--- src/rtl/bp_be_fe_queue_buffer.sv ---
// Replay buffer between FE fetch output and BE issue: entries persist until committed so the BE can roll back and replay.
// Optional same-cycle bypass into an empty read side is enabled by defining BP_BE_FE_QUEUE_BYPASS_EN.
module bp_be_fe_queue_buffer #(
    parameter int unsigned els_p   = 8,
    parameter int unsigned width_p = 128
) (
    input  logic               clk_i,
    input  logic               reset_n_i,
    input  logic [width_p-1:0] fe_queue_i,
    input  logic               fe_queue_v_i,
    output logic               fe_queue_ready_o,
    output logic [width_p-1:0] fe_queue_o,
    output logic               fe_queue_v_o,
    input  logic               fe_queue_yumi_i,
    input  logic               deq_v_i,
    input  logic               roll_v_i,
    input  logic               clr_v_i
);

    localparam int unsigned IdxW = $clog2(els_p);
    localparam int unsigned PtrW = IdxW + 1;

    logic [width_p-1:0] mem_q [els_p];
    logic [PtrW-1:0]    wptr_q, wptr_d;
    logic [PtrW-1:0]    rptr_q, rptr_d;
    logic [PtrW-1:0]    cptr_q, cptr_d;
    logic [PtrW-1:0]    occ;
    logic               full;
    logic               unread;
    logic               bypass;
    logic               enq;

    // Status and read-side outputs; ready depends on registered pointers only
    always_comb begin
        occ    = wptr_q - cptr_q;
        full   = (occ == PtrW'(els_p));
        unread = (wptr_q != rptr_q);
        bypass = 1'b0;
`ifdef BP_BE_FE_QUEUE_BYPASS_EN
        bypass = ~unread & fe_queue_v_i & ~full & ~clr_v_i;
`endif
        enq              = fe_queue_v_i & ~full & ~clr_v_i;
        fe_queue_ready_o = ~full;
        fe_queue_v_o     = unread | bypass;
        fe_queue_o       = '0;
        if (unread) begin
            fe_queue_o = mem_q[rptr_q[IdxW-1:0]];
        end else if (bypass) begin
            fe_queue_o = fe_queue_i;
        end
    end

    // Pointer next-state: clear beats roll; roll rewinds to the post-commit pointer
    always_comb begin
        wptr_d = wptr_q + PtrW'(enq);
        cptr_d = cptr_q + PtrW'(deq_v_i);
        rptr_d = rptr_q + PtrW'(fe_queue_yumi_i);
        if (roll_v_i) begin
            rptr_d = cptr_d;
        end
        if (clr_v_i) begin
            wptr_d = '0;
            rptr_d = '0;
            cptr_d = '0;
        end
    end

    always_ff @(posedge clk_i or negedge reset_n_i) begin
        if (!reset_n_i) begin
            wptr_q <= '0;
            rptr_q <= '0;
            cptr_q <= '0;
        end else begin
            wptr_q <= wptr_d;
            rptr_q <= rptr_d;
            cptr_q <= cptr_d;
        end
    end

    // Payload storage is not reset; pointers alone define which entries are live
    always_ff @(posedge clk_i) begin
        if (enq) begin
            mem_q[wptr_q[IdxW-1:0]] <= fe_queue_i;
        end
    end

`ifndef SYNTHESIS
    a_enq_full : assert property (@(posedge clk_i) disable iff (!reset_n_i)
        !(fe_queue_v_i && !fe_queue_ready_o))
        else $error("enqueue while full");
    a_yumi_no_v : assert property (@(posedge clk_i) disable iff (!reset_n_i)
        !(fe_queue_yumi_i && !fe_queue_v_o))
        else $error("yumi without valid");
    a_deq_unread : assert property (@(posedge clk_i) disable iff (!reset_n_i)
        !(deq_v_i && (cptr_q == rptr_q)))
        else $error("commit with nothing read");
    a_deq_clr : assert property (@(posedge clk_i) disable iff (!reset_n_i)
        !(deq_v_i && clr_v_i))
        else $error("commit together with clear");
`endif

endmodule
--- config.mk ---
export PLATFORM = sky130hd
export DESIGN_NAME = bp_be_fe_queue_buffer
export DESIGN_NICKNAME = d
export VERILOG_FILES = /design/src/rtl/bp_be_fe_queue_buffer.sv
export SDC_FILE = /design/constraint.sdc
export NUM_CORES = 1
export LEC_CHECK = 0
export BUFFER_PORTS_ARGS = -buffer_cell sky130_fd_sc_hd__buf_2
export CORE_UTILIZATION = 55
export CTS_CLUSTER_DIAMETER = 200
export CTS_CLUSTER_SIZE = 20
export DETAILED_ROUTE_END_ITERATION = 8
export GPL_TIMING_DRIVEN = 0
export PLACE_DENSITY = 0.77
export SYNTH_ARGS = -nofsm -noshare
export SYNTH_HDL_FRONTEND = slang
export SYNTH_SLANG_ARGS = --single-unit
--- constraint.sdc ---
create_clock -name clk_i -period 20.2 [get_ports clk_i]
set_clock_uncertainty 0.1 [all_clocks]
set_input_delay 4.04 -clock clk_i [delete_from_list [all_inputs] [get_ports clk_i]]
set_output_delay 4.04 -clock clk_i [all_outputs]
set_load 0.01 [all_outputs]
==> flow_summary_export.csv, run 1 <==
group,metric,value,unit
setup_path,start_kind,"flip-flop",
run_status,status,"complete, no violations",
synthesis,ys_seq_area_frac,0.782,
sta,rsz0062_at_grt,"no",
setup_path,critical_path_class,"reg -> out",
sta,tightest_slew,1.36,ns
place,numPortBuffers,263,
sta,finalCriticalPeriod,7.73,ns
setup_path,endpoint,"fe_queue_o[57]",
detailed_routing,wl_per_cell,26.8,µm
power,intPower,0.00315,W
setup_path,rr_startpoint,"wptr_q[1]",
cts,cts_setup_buffers,0,
floorplanning,die_x,271,µm
power,p_seq_frac,0.586,
setup_path,regToRegEndpoint,"mem_q[0][44]",
power,power_frac_comb,0.128,
synthesis,synth_area_per_cell,23.3,µm²
global_routing,grt_pass1_vias,19700,
run,max_cap_violations,0,
sta,max_freq,129,MHz
global_routing,use_met3,0.0447,
sta,maxSlewViolCount,0,
global_routing,antenna_found_initial,26,
detailed_routing,drt-vias-per-instance,5.94,
cts,cts.sinks,1036,
detailed_routing,via_count,18800,
sta,max_slew_margin,0.0953,
floorplanning,initial_core_util,0.556,
global_routing,grt_overflow,0,
setup_path,crit_path_start,"rptr_q[1]",
sta,holdWs,0.488,ns
place,place_area,0.0438,mm²
power,p_sw_frac,0.231,
floorplanning,io_pins,265,
setup_path,arrival,3.59,ns
setup_path,r2r_cells,13,
synthesis,ys_top_cells_by_area,"edfxtp_1 (77%), mux4_2 (15%), mux2i_1 (3.3%)",
floorplanning,fp.coreArea,0.0715,mm²
cts,root_buffer,"clkbuf_16",
finish,area_growth,14.3,%
setup_path,crit_required,16.06,ns
power,power.switching,0.000946,W
cts,cts_htree_levels,2,
global_routing,top_usage_layer,"met2",
power,clockPowerShare,0.285,
detailed_routing,wl,84600,µm
setup_path,r2r_slack,16.26,ns
floorplanning,rows,98,
floorplanning,die_y,271,µm
finish,drive_gt1_frac,0.372,
cts,hold_buffers,0,
detailed_routing,drc_errors,0,
cts,cts.reportedPaths.clkPinSlew,0.08,ns
cts,cts_tree,"yes",
cts,clkLatencyLatePin,0.63,ns
setup_path,cp_max_fo,10,
min_path,worstHoldStart,"cptr_q[3]",
finish,fin_area,0.0454,mm²
global_routing,grt.met1_usage,0.302,
place,place_congestion,0.745,
min_path,hold_class,"reg -> reg",
place,hpwlAfterDp,57500,µm
detailed_routing,drt_first_pass_iters,5,
power,power-per-cell-area,90.2,mW/mm²
sta,period_share,0.383,
global_routing,grt_usage,0.233,
synthesis,synth-seq-cells,1036,
global_routing,grt_util_met2,0.403,
cts,cts-resized-gates,0,
synthesis,syn-cell-area,0.0397,mm²
setup_path,worstSetupEndpointType,"output pin",
power,ir_worst_vdd,0.0718,mV
synthesis,synth_nets,1849,
sta,hold_viol,0,
synthesis,synthDistinctLibCells,27,
global_routing,grt_max_degree,22,
global_routing,grt_pass1_wl,125000,µm
synthesis,synth_warnings,0,
finish,fin_nets,2316,
detailed_routing,drt_iter0_markers,1756,
floorplanning,dieArea,0.0733,mm²
detailed_routing,ant_nets,0,
synthesis,syn_inst,1705,
cts,clk_path_buf_depth,3,
synthesis,synth_top_area_frac,0.774,
cts,numCtsBuffers,57,
sta,setup_viol,0,
power,p_leak,14.9,nW
synthesis,netlist.top_cell.by_area,"edfxtp_1",
==> sequential cells by signal (all words and copies together), names as in the netlist <==
signal / count
cptr_q: 4
rptr_q: 4
mem_q: 1024
wptr_q: 4
==> cells in the mapped netlist <==
library cell  count
nand2_1           2
nor4_2            1
buf_6            17
nor4_1            2
dfrtp_1          12
inv_2             1
ha_1              9
nor3b_1           1
clkbuf_1          8
nand3_1           4
inv_1             4
xor2_1            8
nor2_1          136
buf_1             1
nor2b_1           5
nand3b_1          3
nand2b_1          2
buf_2            53
a211oi_1          2
buf_8            11
edfxtp_1       1024
a21oi_1           2
mux4_2          256
mux2i_1         130
nor3_1            6
xnor2_1           4
nor4b_4           1
==> layout make-up <==
type	instances	area, µm²
Clock inverter	3	41.3
Timing Repair Buffer	408	2830
Inverter	5	18.8
Clock buffer	80	1530
Antenna cell	14	35.0
Multi-Input combinational cell	574	8040
Tap cell	950	1190
Buffer	90	656
Fill cell	4687	26100
Sequential cell	1036	31000
==> power by group through the flow <==
| stage | registers [W] | logic (W) | clock network, W |
|---|---|---|---|
| floorplan | 0.00246 | 0.000316 | 0 |
| detailed placement | 0.00245 | 0.000530 | 0 |
| global route | 0.00240 | 0.000563 | 0.00126 |
| global placement | 0.00248 | 0.000507 | 0 |
| CTS | 0.00240 | 0.000533 | 0.00119 |
| finish | 0.00240 | 0.000525 | 0.00117 |
==> routing by layer <==
layer	vias to the layer above	routed length [µm]
met1	9992	32500
li1	8022	-
met5	-	130
met4	22	2160
met2	587	44600
met3	142	5260
==> stage by stage <==
stage	TNS (ns)	instances	setup WS [ns]	utilization	power (W)
3_5_place_dp	0	3063	13.17	0.612	0.00298
2_1_floorplan	0	1705	2.87	-	0.00278
4_1_cts	0	3146	12.49	0.634	0.00412
3_3_place_gp	-4376.23	2918	-9.40	0.591	0.00298
6_report	0	3160	12.47	0.635	0.00409
5_1_grt	0	3158	12.38	0.635	0.00422
==> worst min-delay path by stage <==
| stage | slack, ns | end | depth (start not counted) |
|---|---|---|---|
| 2_1_floorplan | 0.44 | cptr_q[3] | 2 |
| 3_3_place_gp | 0.47 | cptr_q[3] | 2 |
| 3_5_place_dp | 0.47 | cptr_q[3] | 2 |
| 4_1_cts | 0.49 | cptr_q[3] | 2 |
| 5_1_grt | 0.52 | cptr_q[3] | 2 |
| 6_report | 0.49 | cptr_q[3] | 2 |
==> cell families after synthesis <==
group | synth area share
AND/OR/NAND/NOR | 0.0174
flip-flops | 0.782
multiplexers | 0.178
buffers and inverters | 0.0170
adder cells (fa/ha/maj) | 0.00283
XOR/XNOR | 0.00265
AO/OA/AOI/OAI | 0.000630
==> worst max-delay path, cell delays in order, from the launching register on <==
cell and delay [ns]:
dfrtp_1 0.37, buf_2 0.20, clkbuf_1 1.01, buf_2 0.48
mux4_2 0.35, mux2i_1 0.29, nor2_1 0.10, buf_2 0.15
==> cells in the final DEF, fill, tap and decap left out, drive strengths merged, types with 3 or more instances in the layout <==
master / n
mux2i: 130
nor2b: 5
buf: 490
diode: 14
clkbuf: 88
mux4: 256
nand3: 4
dfrtp: 12
nor4: 3
nor2: 136
ha: 9
xor2: 8
xnor2: 4
inv: 6
nor3: 6
nand3b: 3
edfxtp: 1024
Note: power is estimated with default switching activity, not from simulation.
==> run 2, diff against run 1 <==
CORE_UTILIZATION = 54   (was 55)
PLACE_DENSITY = 0.79   (was 0.77)
clock period = 6.8 ns   (was 20.2 ns; I/O delays follow)
==> flow_summary_export.csv, run 2 (synthesis gave the netlist of run 1 again) <==
group,metric,value,unit
run_status,status,"complete, no violations",
cts,clkLatencyLatePin,0.62,ns
global_routing,antenna_found_initial,25,
finish,final_cells,3097,
detailed_routing,highest_layer,"met5",
floorplanning,die_y,273,µm
cts,numCtsBuffers,57,
finish,final_cell_mix,"edfxtp_1 (1024), buf_2 (316), mux4_2 (256)",
finish,area_growth,14.8,%
cts,cts.reportedPaths.clkPinSlew,0.08,ns
global_routing,grt_usage,0.226,
power,ir_worst_vdd,0.247,mV
cts,cts_htree_levels,2,
detailed_routing,drt-vias-per-instance,5.96,
detailed_routing,wl_per_cell,27.0,µm
sta,holdWs,0.500,ns
place,place_inst,3013,
setup_path,rr_startpoint,"wptr_q[1]",
global_routing,grt_max_degree,22,
finish,fin_area,0.0456,mm²
place,place_congestion,0.765,
detailed_routing,drc_errors,0,
setup_path,r2r_cells,11,
finish,multi_input_area,0.00810,mm²
setup_path,r2r_slack,2.84,ns
cts,root_buffer,"clkbuf_16",
power,power-per-cell-area,266,mW/mm²
floorplanning,die_x,273,µm
detailed_routing,via_count,18500,
sta,period_share,0.724,
cts,cts_setup_buffers,0,
setup_path,critical_path_class,"reg -> out",
cts,cts-resized-gates,0,
floorplanning,io_pins,265,
cts,cts_tree,"yes",
setup_path,arrival,3.46,ns
finish,largest_reg_flops,1024,
cts,cts.sinks,1036,
finish,fin_nets,2258,
sta,maxSlewViolCount,0,
floorplanning,fp.coreArea,0.0728,mm²
run,max_cap_violations,0,
floorplanning,dieArea,0.0747,mm²
sta,setup_viol,0,
setup_path,regToRegEndpoint,"mem_q[3][68]",
cts,hold_buffers,0,
place,hpwlAfterDp,55300,µm
finish,fillCellCount,4830,
floorplanning,rows,99,
global_routing,grt_pass1_wl,123000,µm
detailed_routing,drt_iter0_markers,1908,
finish,drive_gt1_frac,0.357,
sta,rsz0062_at_grt,"no",
setup_path,cp_max_fo,10,
setup_path,crit_required,5.34,ns
setup_path,worstSetupEndpointType,"output pin",
floorplanning,initial_core_util,0.545,
place,numPortBuffers,263,
detailed_routing,met1Wirelength,32400,µm
sta,tightest_slew,1.26,ns
finish,regArea,0.0310,mm²
cts,clk_path_buf_depth,3,
power,p_leak,14.8,nW
place,place_area,0.0440,mm²
detailed_routing,wl_met3,5980,µm
sta,max_slew_margin,0.158,
sta,hold_viol,0,
detailed_routing,ant_nets,0,
detailed_routing,met2_length,43100,µm
global_routing,grt_overflow,0,
detailed_routing,drt_first_pass_iters,5,
finish,mostFrequentLayoutCell,"edfxtp_1",
sta,finalCriticalPeriod,4.92,ns
global_routing,grt_pass1_vias,19200,
setup_path,start_kind,"flip-flop",
min_path,hold_class,"in -> async",
sta,max_freq,203,MHz
detailed_routing,wl,83600,µm
sta,tns,0,ns
run 2: cell types whose count changed in the layout (fill, tap and decap cells not counted), sizes merged:
cell    change
diode       -2
buf        -58
clkbuf     -12
run 2: per-layer routing:
layer,vias to the layer above,track usage
met5,-,0
met4,22,0.0607
met3,137,0.0454
met2,647,0.382
met1,9755,0.302
li1,7911,-
run 2: worst max-delay path: stages (launching register included):
cell,delay [ns]
dfrtp_1,0.37
buf_2,0.19
clkbuf_1,0.95
buf_2,0.48
mux4_2,0.36
mux2i_1,0.27
nor2_1,0.08
buf_2,0.15
run 2: worst max-delay path by stage:
stage              start         endpoint  slack, ns  depth (start not counted)
2_1_floorplan    clr_v_i      mem_q[3][0]      -0.47                          2
3_3_place_gp     clr_v_i     mem_q[5][84]      -5.77                          3
3_5_place_dp   rptr_q[1]   fe_queue_o[57]       2.34                          7
4_1_cts        rptr_q[1]   fe_queue_o[57]       1.64                          7
5_1_grt        rptr_q[1]   fe_queue_o[57]       1.69                          7
6_report       rptr_q[1]  fe_queue_o[126]       1.88                          7
run 2: power by group:
group	leakage [nW]	total (W)	internal (W)	switching [W]
clock	0.745	0.00343	0.00154	0.00189
combinational	4.62	0.00155	0.000673	0.000880
sequential	9.41	0.00713	0.00711	0.0000234
run 2: final cells by class:
class                           instances  share of cell area
Sequential cell                      1036               0.681
Multi-Input combinational cell        574               0.178
Timing Repair Buffer                  350              0.0660
Clock buffer                           68              0.0327
Tap cell                              959              0.0263
Buffer                                 90              0.0144
Clock inverter                          3            0.000906
Antenna cell                           12            0.000659
Inverter                                5            0.000412
run 2: per-stage QoR:
stage               total power (W)  setup WS, ns  utilization
global placement            0.00880         -5.77        0.581
finish                       0.0121          1.88        0.626
detailed placement          0.00885          2.34        0.604
global route                 0.0125          1.69        0.626
CTS                          0.0122          1.64        0.625
floorplan                   0.00823        -0.475            -
==> run 3, diff against run 2 <==
clock period = 4.3 ns   (was 6.8 ns; I/O delays follow)
==> flow_summary_export.csv, run 3 (synthesis gave the netlist of run 1 again) <==
group,metric,value,unit
run_status,status,"complete, no violations",
detailed_routing,via_count,18500,
power,ir_worst_vdd,0.397,mV
min_path,holdPathStages,2,
sta,max_slew_margin,0.219,
finish,area_growth,15.0,%
sta,period_share,0.950,
finish,fillCellCount,4846,
floorplanning,rows,99,
global_routing,grt_overflow,0,
global_routing,use_met3,0.0361,
min_path,hold_class,"in -> reg",
place,place_area,0.0441,mm²
detailed_routing,ant_nets,0,
global_routing,top_usage_layer,"met2",
sta,rsz0062_at_grt,"no",
finish,fin_nets,2261,
setup_path,cp_max_fo,10,
place,pre_cts_ws,0.415,ns
detailed_routing,drt_iter0_markers,1731,
setup_path,arrival,3.13,ns
setup_path,rr_startpoint,"wptr_q[0]",
cts,numCtsBuffers,57,
sta,hold_viol,0,
floorplanning,die_y,273,µm
cts,cts.sinks,1036,
global_routing,grt_pass1_vias,19400,
finish,largest_reg_flops,1024,
power,power-per-cell-area,420,mW/mm²
global_routing,antenna_found_initial,22,
cts,root_buffer,"clkbuf_16",
floorplanning,fp.coreArea,0.0728,mm²
cts,clk_path_buf_depth,3,
sta,tns,0,ns
finish,drive_gt1_frac,0.361,
global_routing,grt.met1_usage,0.305,
cts,cts_tree,"yes",
detailed_routing,wl_per_cell,27.6,µm
detailed_routing,drt_first_pass_iters,7,
sta,holdWs,0.347,ns
place,place_congestion,0.776,
setup_path,worstSetupEndpointType,"output pin",
floorplanning,dieArea,0.0747,mm²
sta,max_freq,245,MHz
global_routing,grt_pass1_wl,126000,µm
floorplanning,initial_core_util,0.545,
cts,cts.reportedPaths.clkPinSlew,0.09,ns
sta,fin_ws,0.214,ns
place,hpwlAfterDp,57300,µm
floorplanning,die_x,273,µm
setup_path,critical_path_class,"reg -> out",
min_path,worstHoldStart,"clr_v_i",
cts,cts_htree_levels,2,
power,p_leak,14.8,nW
setup_path,crit_required,3.34,ns
detailed_routing,drt-vias-per-instance,5.98,
finish,final_cell_mix,"edfxtp_1 (1024), buf_2 (316), mux4_2 (256)",
finish,mostFrequentLayoutCell,"edfxtp_1",
sta,maxSlewViolCount,0,
sta,setup_viol,0,
sta,tightest_slew,1.17,ns
global_routing,grt_max_degree,22,
place,numPortBuffers,263,
detailed_routing,drc_errors,0,
power,total_power,0.0192,W
setup_path,r2r_cells,11,
global_routing,grt_util_met2,0.406,
detailed_routing,wl,85400,µm
sta,finalCriticalPeriod,4.09,ns
global_routing,grt_usage,0.232,
setup_path,crit_path_start,"wptr_q[1]",
setup_path,start_kind,"flip-flop",
floorplanning,io_pins,265,
run,max_cap_violations,0,
finish,fin_area,0.0457,mm²
cts,clkLatencyLatePin,0.63,ns
==> run 3: power by group <==
group	total [W]	leakage (nW)	internal (W)	switching, W
Sequential	0.0113	9.40	0.0112	0.0000381
Combinational	0.00248	4.66	0.00107	0.00141
Clock	0.00541	0.744	0.00244	0.00297
==> run 3: path summary, 6_finish.rpt <==
path / slack [ns] / endpoint
worst max-delay path: 0.21 / fe_queue_o[64]
worst min-delay path: 0.35 / wptr_q[0]
worst max register to register: 0.49 / mem_q[0][42]
worst min register to register: 0.52 / cptr_q[2]
max in group asynchronous: 3.33 / wptr_q[1]
min in group asynchronous: 0.54 / wptr_q[0]
==> run 3: layout make-up <==
class	count	area [µm²]	share of cell area
antenna	10	25.0	0.000548
buffer	90	659	0.0144
clock buffer	67	1490	0.0325
clock inverter	3	37.5	0.000822
inverter	5	18.8	0.000411
multi-input combinational	574	8120	0.178
sequential	1036	31100	0.680
tap	959	1200	0.0263
timing repair buffer	353	3080	0.0674
==> run 3: layer usage <==
layer	part of all wire	routed length, µm	vias to the layer above
met5	0.0015	132	-
met1	0.38	32800	9835
met2	0.53	45300	606
met3	0.061	5250	125
li1	-	-	7918
met4	0.022	1890	22
==> run 3: through the flow <==
step	utilization	instances
after global routing	0.627	3093
final	0.627	3097
after floorplan	-	1705
after detailed placement	0.606	3016
after CTS	0.627	3087
after global placement	0.582	2927
==> run 3: critical path, stage by stage, from the launching register on <==
cell	delay (ns)
dfrtp_2	0.53
xor2_1	0.21
nor4_2	0.35
buf_2	0.57
buf_2	0.43
nor2_1	0.19
buf_2	0.18
==> run 3: timing repair <==
action | 4_1_cts | 5_1_grt
setup buffers | 0 | 0
hold buffers | 1 | 0
setup endpoints to repair | 128 | 0
hold endpoints to repair | 12 | 0
resized for setup | 3 | 0
